`config.mk`:
```
export PLATFORM = sky130hd
export DESIGN_NAME = audio_tone_gen
export DESIGN_NICKNAME = d
export VERILOG_FILES = /design/src/rtl/audio_tone_gen.sv
export SDC_FILE = /design/constraint.sdc
export NUM_CORES = 1
export LEC_CHECK = 0
export ABC_AREA = 1
export CORE_ASPECT_RATIO = 0.5
export CORE_MARGIN = 1.5
export CORE_UTILIZATION = 51
export CTS_CLUSTER_SIZE = 10
export DETAILED_ROUTE_END_ITERATION = 10
export PLACE_DENSITY_LB_ADDON = 0.12
export SYNTH_ARGS = -nofsm -noshare
export SYNTH_HDL_FRONTEND = slang
export SYNTH_SLANG_ARGS = --single-unit
```
`constraint.sdc`:
```
create_clock -name clk_pixel -period 2.3 [get_ports clk_pixel]
set_input_delay 0.46 -clock clk_pixel [delete_from_list [all_inputs] [get_ports clk_pixel]]
set_output_delay 0.46 -clock clk_pixel [all_outputs]
set_load 0.03 [all_outputs]
```
`src/rtl/audio_tone_gen.sv`:
```
// audio_tone_gen
//   Multi-channel audio test-tone source for the HDMI output path, clocked
//   entirely by clk_pixel. An exact integer divider sets the sample rate and
//   drives a registered clk_audio square wave. Each channel has its own phase
//   accumulator; all channels share one waveform select (saw, square,
//   triangle, silence).
//   Optional feature: define AUDIO_TONE_TRIANGLE_EN to build the triangle
//   waveform for mode 2. Without it, mode 2 outputs 0 like mode 3.
module audio_tone_gen #(
  parameter int unsigned CHANNELS    = 2,
  parameter int unsigned BIT_WIDTH   = 16,
  parameter int unsigned PHASE_WIDTH = 16,
  parameter int unsigned CLK_HZ      = 25200000,
  parameter int unsigned SAMPLE_RATE = 48000
) (
  input  logic                            clk_pixel,
  input  logic                            reset,
  input  logic                            enable,
  input  logic [1:0]                      mode,
  input  logic                            sync,
  input  logic [CHANNELS*PHASE_WIDTH-1:0] increment,
  output logic                            sample_strobe,
  output logic                            clk_audio,
  output logic [CHANNELS*BIT_WIDTH-1:0]   audio_sample_word
);

  localparam int unsigned DIV   = CLK_HZ / SAMPLE_RATE;
  localparam int unsigned DIV_W = (DIV > 1) ? $clog2(DIV) : 1;

  localparam logic [DIV_W-1:0] DIV_LAST = DIV_W'(DIV - 1);
  localparam logic [DIV_W-1:0] DIV_HALF = DIV_W'(DIV / 2);

  // Square levels are symmetric: +(M-1) and -(M-1), with M = 1 << (BIT_WIDTH-1).
  localparam logic [BIT_WIDTH-1:0] SAMPLE_MSB = BIT_WIDTH'(1) << (BIT_WIDTH - 1);
  localparam logic [BIT_WIDTH-1:0] SQ_POS     = SAMPLE_MSB - BIT_WIDTH'(1);
  localparam logic [BIT_WIDTH-1:0] SQ_NEG     = BIT_WIDTH'(0) - SQ_POS;

  // Elaboration-time parameter checks.
  generate
    if ((CLK_HZ % SAMPLE_RATE) != 0 || DIV < 4) begin : g_bad_div
      $error("audio_tone_gen: CLK_HZ / SAMPLE_RATE must be an exact integer >= 4");
    end
    if (BIT_WIDTH > PHASE_WIDTH || BIT_WIDTH < 2) begin : g_bad_width
      $error("audio_tone_gen: BIT_WIDTH must be in [2, PHASE_WIDTH]");
    end
    if (CHANNELS < 1) begin : g_bad_channels
      $error("audio_tone_gen: CHANNELS must be at least 1");
    end
  endgenerate

  // Top BIT_WIDTH bits of a phase-width value.
  function automatic logic [BIT_WIDTH-1:0] top_bits(input logic [PHASE_WIDTH-1:0] v);
    return v[PHASE_WIDTH-1 -: BIT_WIDTH];
  endfunction

`ifdef AUDIO_TONE_TRIANGLE_EN
  // Triangle: fold the lower phase bits on the MSB, double, and offset to
  // two's complement by flipping the sample MSB.
  function automatic logic [BIT_WIDTH-1:0] tri_wave(input logic [PHASE_WIDTH-1:0] p);
    logic [PHASE_WIDTH-2:0] fold;
    logic [PHASE_WIDTH-1:0] u;
    fold = p[PHASE_WIDTH-1] ? ~p[PHASE_WIDTH-2:0] : p[PHASE_WIDTH-2:0];
    u    = {fold, 1'b0};
    return top_bits(u) ^ SAMPLE_MSB;
  endfunction
`endif

  // Waveform generator shared by all channels.
  function automatic logic [BIT_WIDTH-1:0] wave(input logic [1:0]             m,
                                                input logic [PHASE_WIDTH-1:0] p);
    logic [BIT_WIDTH-1:0] w;
    w = '0;
    case (m)
      2'd0:    w = top_bits(p);
      2'd1:    w = p[PHASE_WIDTH-1] ? SQ_NEG : SQ_POS;
`ifdef AUDIO_TONE_TRIANGLE_EN
      2'd2:    w = tri_wave(p);
`endif
      default: w = '0;
    endcase
    return w;
  endfunction

  logic [DIV_W-1:0]       div_q;
  logic [DIV_W-1:0]       div_nxt;
  logic                   strobe;
  logic                   sync_pend_q;
  logic                   sync_now;
  logic [PHASE_WIDTH-1:0] phase_q   [CHANNELS];
  logic [PHASE_WIDTH-1:0] phase_eff [CHANNELS];
  logic [PHASE_WIDTH-1:0] phase_nxt [CHANNELS];
  logic [CHANNELS*BIT_WIDTH-1:0] sample_nxt;

  assign strobe        = (div_q == DIV_LAST);
  assign div_nxt       = strobe ? '0 : div_q + DIV_W'(1);
  assign sample_strobe = strobe;
  assign sync_now      = sync_pend_q | sync;

  // Sample-rate divider and registered clk_audio (high for the upper half of
  // the count, decoded from the next count so it stays glitch-free).
  always_ff @(posedge clk_pixel or posedge reset) begin
    if (reset) begin
      div_q     <= '0;
      clk_audio <= 1'b0;
    end else begin
      div_q     <= div_nxt;
      clk_audio <= (div_nxt >= DIV_HALF);
    end
  end

  // Sync requests between strobes collapse into one pending flag.
  always_ff @(posedge clk_pixel or posedge reset) begin
    if (reset) begin
      sync_pend_q <= 1'b0;
    end else if (strobe) begin
      sync_pend_q <= 1'b0;
    end else if (sync) begin
      sync_pend_q <= 1'b1;
    end
  end

  // Per-channel effective phase, next phase and next sample.
  always_comb begin
    phase_eff  = '{default: '0};
    phase_nxt  = '{default: '0};
    sample_nxt = '0;
    for (int unsigned c = 0; c < CHANNELS; c++) begin
      phase_eff[c] = sync_now ? '0 : phase_q[c];
      phase_nxt[c] = enable ? phase_eff[c] + increment[c*PHASE_WIDTH +: PHASE_WIDTH]
                            : phase_eff[c];
      sample_nxt[c*BIT_WIDTH +: BIT_WIDTH] = wave(mode, phase_eff[c]);
    end
  end

  // Phase accumulators and sample registers update only at the strobe edge.
  always_ff @(posedge clk_pixel or posedge reset) begin
    if (reset) begin
      for (int unsigned c = 0; c < CHANNELS; c++) begin
        phase_q[c] <= '0;
      end
      audio_sample_word <= '0;
    end else if (strobe) begin
      for (int unsigned c = 0; c < CHANNELS; c++) begin
        phase_q[c] <= phase_nxt[c];
      end
      audio_sample_word <= sample_nxt;
    end
  end

endmodule

```
# Word level (Yosys, flattened, before mapping)
# Cells that the tools add are included.
[classes]
add_sub_neg = 3
order_cmp = 1
eq_ne = 2
mux = 11
n_bitwise = 1
n_reduce_logical = 2
[op_table]
columns = ["operator", "count"]
rows = [
  ["16-bit 2-to-1 mux", 6],
  ["16-bit case mux with 2 select lines", 2],
  ["16-bit adder", 2],
  ["10-bit by 1-bit adder with 10-bit output (second input constant)", 1],
  ["10-bit == test (second input constant)", 1],
  ["10-bit by 9-bit greater-or-equal comparator with 1-bit output (second input constant)", 1],
  ["10-bit 2-to-1 mux", 1],
  ["2-bit by 1-bit == test with 1-bit output (second input constant)", 1],
  ["2-bit zero test", 1],
  ["1-bit 2-to-1 mux", 2],
  ["2-bit nonzero test", 1],
  ["1-bit OR", 1],
]
[totals]
ff_bits = 76
input_bits = 38
out_inout_bits = 34
elab_cells = 26

# Logic depth before layout (Yosys ltp)
[logic_depth]
ltp_word = 4
mapped_depth = 18
mapped_depth_nobuf = 16

# Worst setup path after synthesis
# OpenSTA, ideal clock, no wires.
[synth_path]
path_kind = "in2reg"
start = "input sync"
end = "register phase_q[29] in the netlist's numbering"
setup_ns = 0.117
t_arrival_ns = 2.231
required_time_ns = 2.183
path_slack_ns = -0.048
path_stages = 16
path_buffers = 3
path_cell_list = "nor2_4 > buf_6 > buf_4 > buf_2 > nand2_1 > inv_1 > ha_1 > inv_1 > o21bai_1 > o21bai_1 > a21oi_1 > nand2_1 > nand2_1 > nand3_1 > nand2_1 > nand2_1"
[synth_between]
elab_chain_cells = 4
[synth_lines]
columns = ["element", "line_no", "source"]
rows = [
  ["start, declared", "20", "input logic sync,"],
  ["1-bit OR *", "97", "assign sync_now = sync_pend_q | sync;"],
  ["16-bit 2-to-1 mux *", "128", "phase_eff[c] = sync_now ? '0 : phase_q[c];"],
  ["16-bit adder", "129", "phase_nxt[c] = enable ? phase_eff[c] + increment[c*PHASE_WIDTH +: PHASE_WIDTH]"],
  ["16-bit 2-to-1 mux *", "129", ""],
  ["end signal, assigned by index", "144", "phase_q[c] <= phase_nxt[c];"],
  ["end, declared", "89", "logic [PHASE_WIDTH-1:0] phase_q [CHANNELS];"],
]
# Every way passes the cells marked *; elsewhere a longest branch is shown, timed or not.
# A chain may end at the register's enable or synchronous reset.

# Worst setup path after layout
[layout_path]
start = "register div_q[0]"
end = "output sample_strobe"
[layout_between]
elab_chain_cells = 1
[layout_lines]
columns = ["element", "line_no", "source"]
rows = [
  ["start, declared", "84", "logic [DIV_W-1:0] div_q;"],
  ["start signal, assigned", "106", "div_q <= div_nxt;"],
  ["10-bit == test", "94", "assign strobe = (div_q == DIV_LAST);"],
  ["end, declared", "22", "output logic sample_strobe,"],
]
# Every way passes these cells.

==> results.tsv <==
metric	value	unit
ff2ff_path_depth	17	
tightestPinTransition	0.5297	ns
synth_area_leaders	dfrtp_1 34%, nand2_1 23%, nand3_1 7.6%	
antennaDiodeCount	0	
ant_nets	0	
clockBufferDepth	2	
clkTransAtPathRegs	0.07	ns
synth_ff_type	dfrtp_1	
crit_type	reg2out	
die_h	76.94	µm
dieArea	11610	µm²
core	10410	µm²
worstHoldPathType	in2async	
netlist.top_cell.by_area	dfrtp_1	
viasPerCell	5.339	
place_ws	-0.3928	ns
synth_cell_types	34	
clock_skew	0.01021	ns
antenna_found_initial	0	
netlist_area	5577	µm²
slew_viol_final	0	
postRouteWirelength	17060	µm
initial_core_util	53.57	%
final_common_cell	nand2_1	
status	finished, final reports clean	
rows	26	
clock_sinks	76	
setup_ws	0.1090	ns
grt_max_degree	55	
r2r-start	sync_pend_q	
grt_overflow	0	
cts_root_buffer	clkbuf_16	
fillers	881	
syn_inst	878	
drcViolationCount	0	
hold_buffers	0	
yosys_warnings	0	
first_global_vias	5877	
grt_pass1_wl	27870	µm
endpoint	sample_strobe	
via_count	6327	
syn_nets	930	
critical_path_required	1.84	ns
postSynth.asyncResetShare	100.0	%
r2r_slack	0.13	ns
io_pins	72	
yosysSeqAreaShare	34.10	%
min_period	2.191	ns
hpwl	12060	µm
leakage	0.004075	µW
cap_viol_max_count	0	
firstDrtPassIters	7	
grtUsageTotal	30.45	%
wire_per_inst	14.39	µm
drive_gt1_share	16.17	%
synth_seq_cells	76	
cts_tree	built	
crit_fanout	5	
numCtsBuffers	9	
setup_viol_count_final	0	
initialDrtViolationCount	563	
r2r_end	phase_q[29]	
gp_congestion	0.9685	
syn_to_final_growth	36.66	%
period_share	95.26	%
nets	1092	
fmax	456.4	MHz
critPathLaunchType	flop	
rsz0062_at_grt	yes	
port_buffers	71	
crit_arrival	1.73	ns
die_w	150.9	µm
maxSlewHeadroom	64.42	%
clock_latency	0.35	ns
vdd_drop_max	0.0003928	V
layout_common_cells	337 x nand2_1, 99 x inv_1, 97 x buf_4	
htreeDepth	3	
p_per_area	409.0	nW/µm²
synth.top_cell.area_share	34.10	%
syn_avg_cell_area	6.351	µm²
endpoint_kind	output pin	
synth-edff-count	0	
hold_viol	0	
power.total	3117	µW
cp-startpoint	div_q[0]	
[synth_stat cells (3+ instances only)]
master	number
a31oi_1	12
xor2_1	11
o21ai_1	5
buf_2	3
a21oi_1	46
nor3_1	6
nor2_1	47
nand3_2	4
o21bai_1	4
buf_6	3
clkbuf_1	19
dfrtp_1	76
nand4_1	10
clkinv_1	3
nor2_4	3
nand3_1	85
o21ai_0	48
ha_1	14
inv_1	101
nand2_2	16
inv_2	4
nand2_1	341
[worst max-delay path, cell delays in order (launching register included)]
cell     delay (ns)
dfrtp_1        0.43
inv_1          0.08
ha_1           0.17
nand4_1        0.15
nor3_4         0.31
buf_4          0.23
[state kept, by name (all words and copies together), names as in the netlist]
name / flops
sync_pend_q: 1
clk_audio: 1
div_q: 10
phase_q: 32
audio_sample_word: 32
[cell type report]
class                           instances  area, µm²  share of cell area (%)
Clock inverter                          7      58.81                  0.7716
Timing Repair Buffer                  180       1697                   22.26
Clock buffer                            9      225.2                   2.955
Multi-Input combinational cell        665       3154                   41.39
Inverter                              108      409.1                   5.369
Tap cell                              140      175.2                   2.298
Sequential cell                        76       1902                   24.95
[per-layer routing]
layer | wire length, µm | part of all wire, % | track usage [%]
met1 | 7759 | 45 | 42.21
met2 | 7815 | 46 | 49.86
met3 | 1292 | 7.6 | 4.226
met4 | 188 | 1.1 | 7.864
met5 | 0 | 0 | 0
[worst min-delay path by stage]
stage / start / to / slack, ns / cells past startpoint
finish: reset / phase_q[26] / 0.48 / 2
CTS: audio_sample_word[25] / audio_sample_word[25] / 0.48 / 2
global placement: audio_sample_word[11] / audio_sample_word[11] / 0.46 / 2
detailed placement: audio_sample_word[25] / audio_sample_word[25] / 0.46 / 2
floorplan: phase_q[12] / phase_q[12] / 0.45 / 2
global route: phase_q[29] / phase_q[29] / 0.49 / 2
[power by group]
part | total [µW] | switching [µW] | leakage [µW] | internal [µW]
sequential | 1350 | 4.40 | 0.000724 | 1340
clock | 1390 | 644 | 0.000133 | 745
combinational | 383 | 210 | 0.00322 | 173
[kinds of logic after synthesis]
logic type / after synthesis / synth area share (%)
compound gates: 119 / 11.31
xor+xnor: 13 / 2.042
fa+ha+maj: 14 / 3.141
buf+inv: 137 / 9.827
flops: 76 / 34.10
simple gates: 519 / 39.58
[per-stage QoR]
step	TNS, ns	instance area, µm²	hold slack (ns)	instances	util (%)
after floorplan	0	5583	0.4492	878	-
after global placement	-5.745	7194	0.4619	1161	69.11
after detailed placement	-6.966	7194	0.4641	1161	69.11
after CTS	0	7551	0.4805	1182	72.54
after global routing	-0.02811	7621	0.4934	1185	73.21
final	0	7621	0.4776	1185	73.21
[what timing repair did]
item                       4_1_cts  5_1_grt
pin swaps                        2        3
setup endpoints to repair        1        5
buffers inserted                 4        2
hold endpoints to repair         0        0
gates cloned                     1        1
gates resized for setup          6        7
No activity file was read; power rests on OpenSTA's default activity.
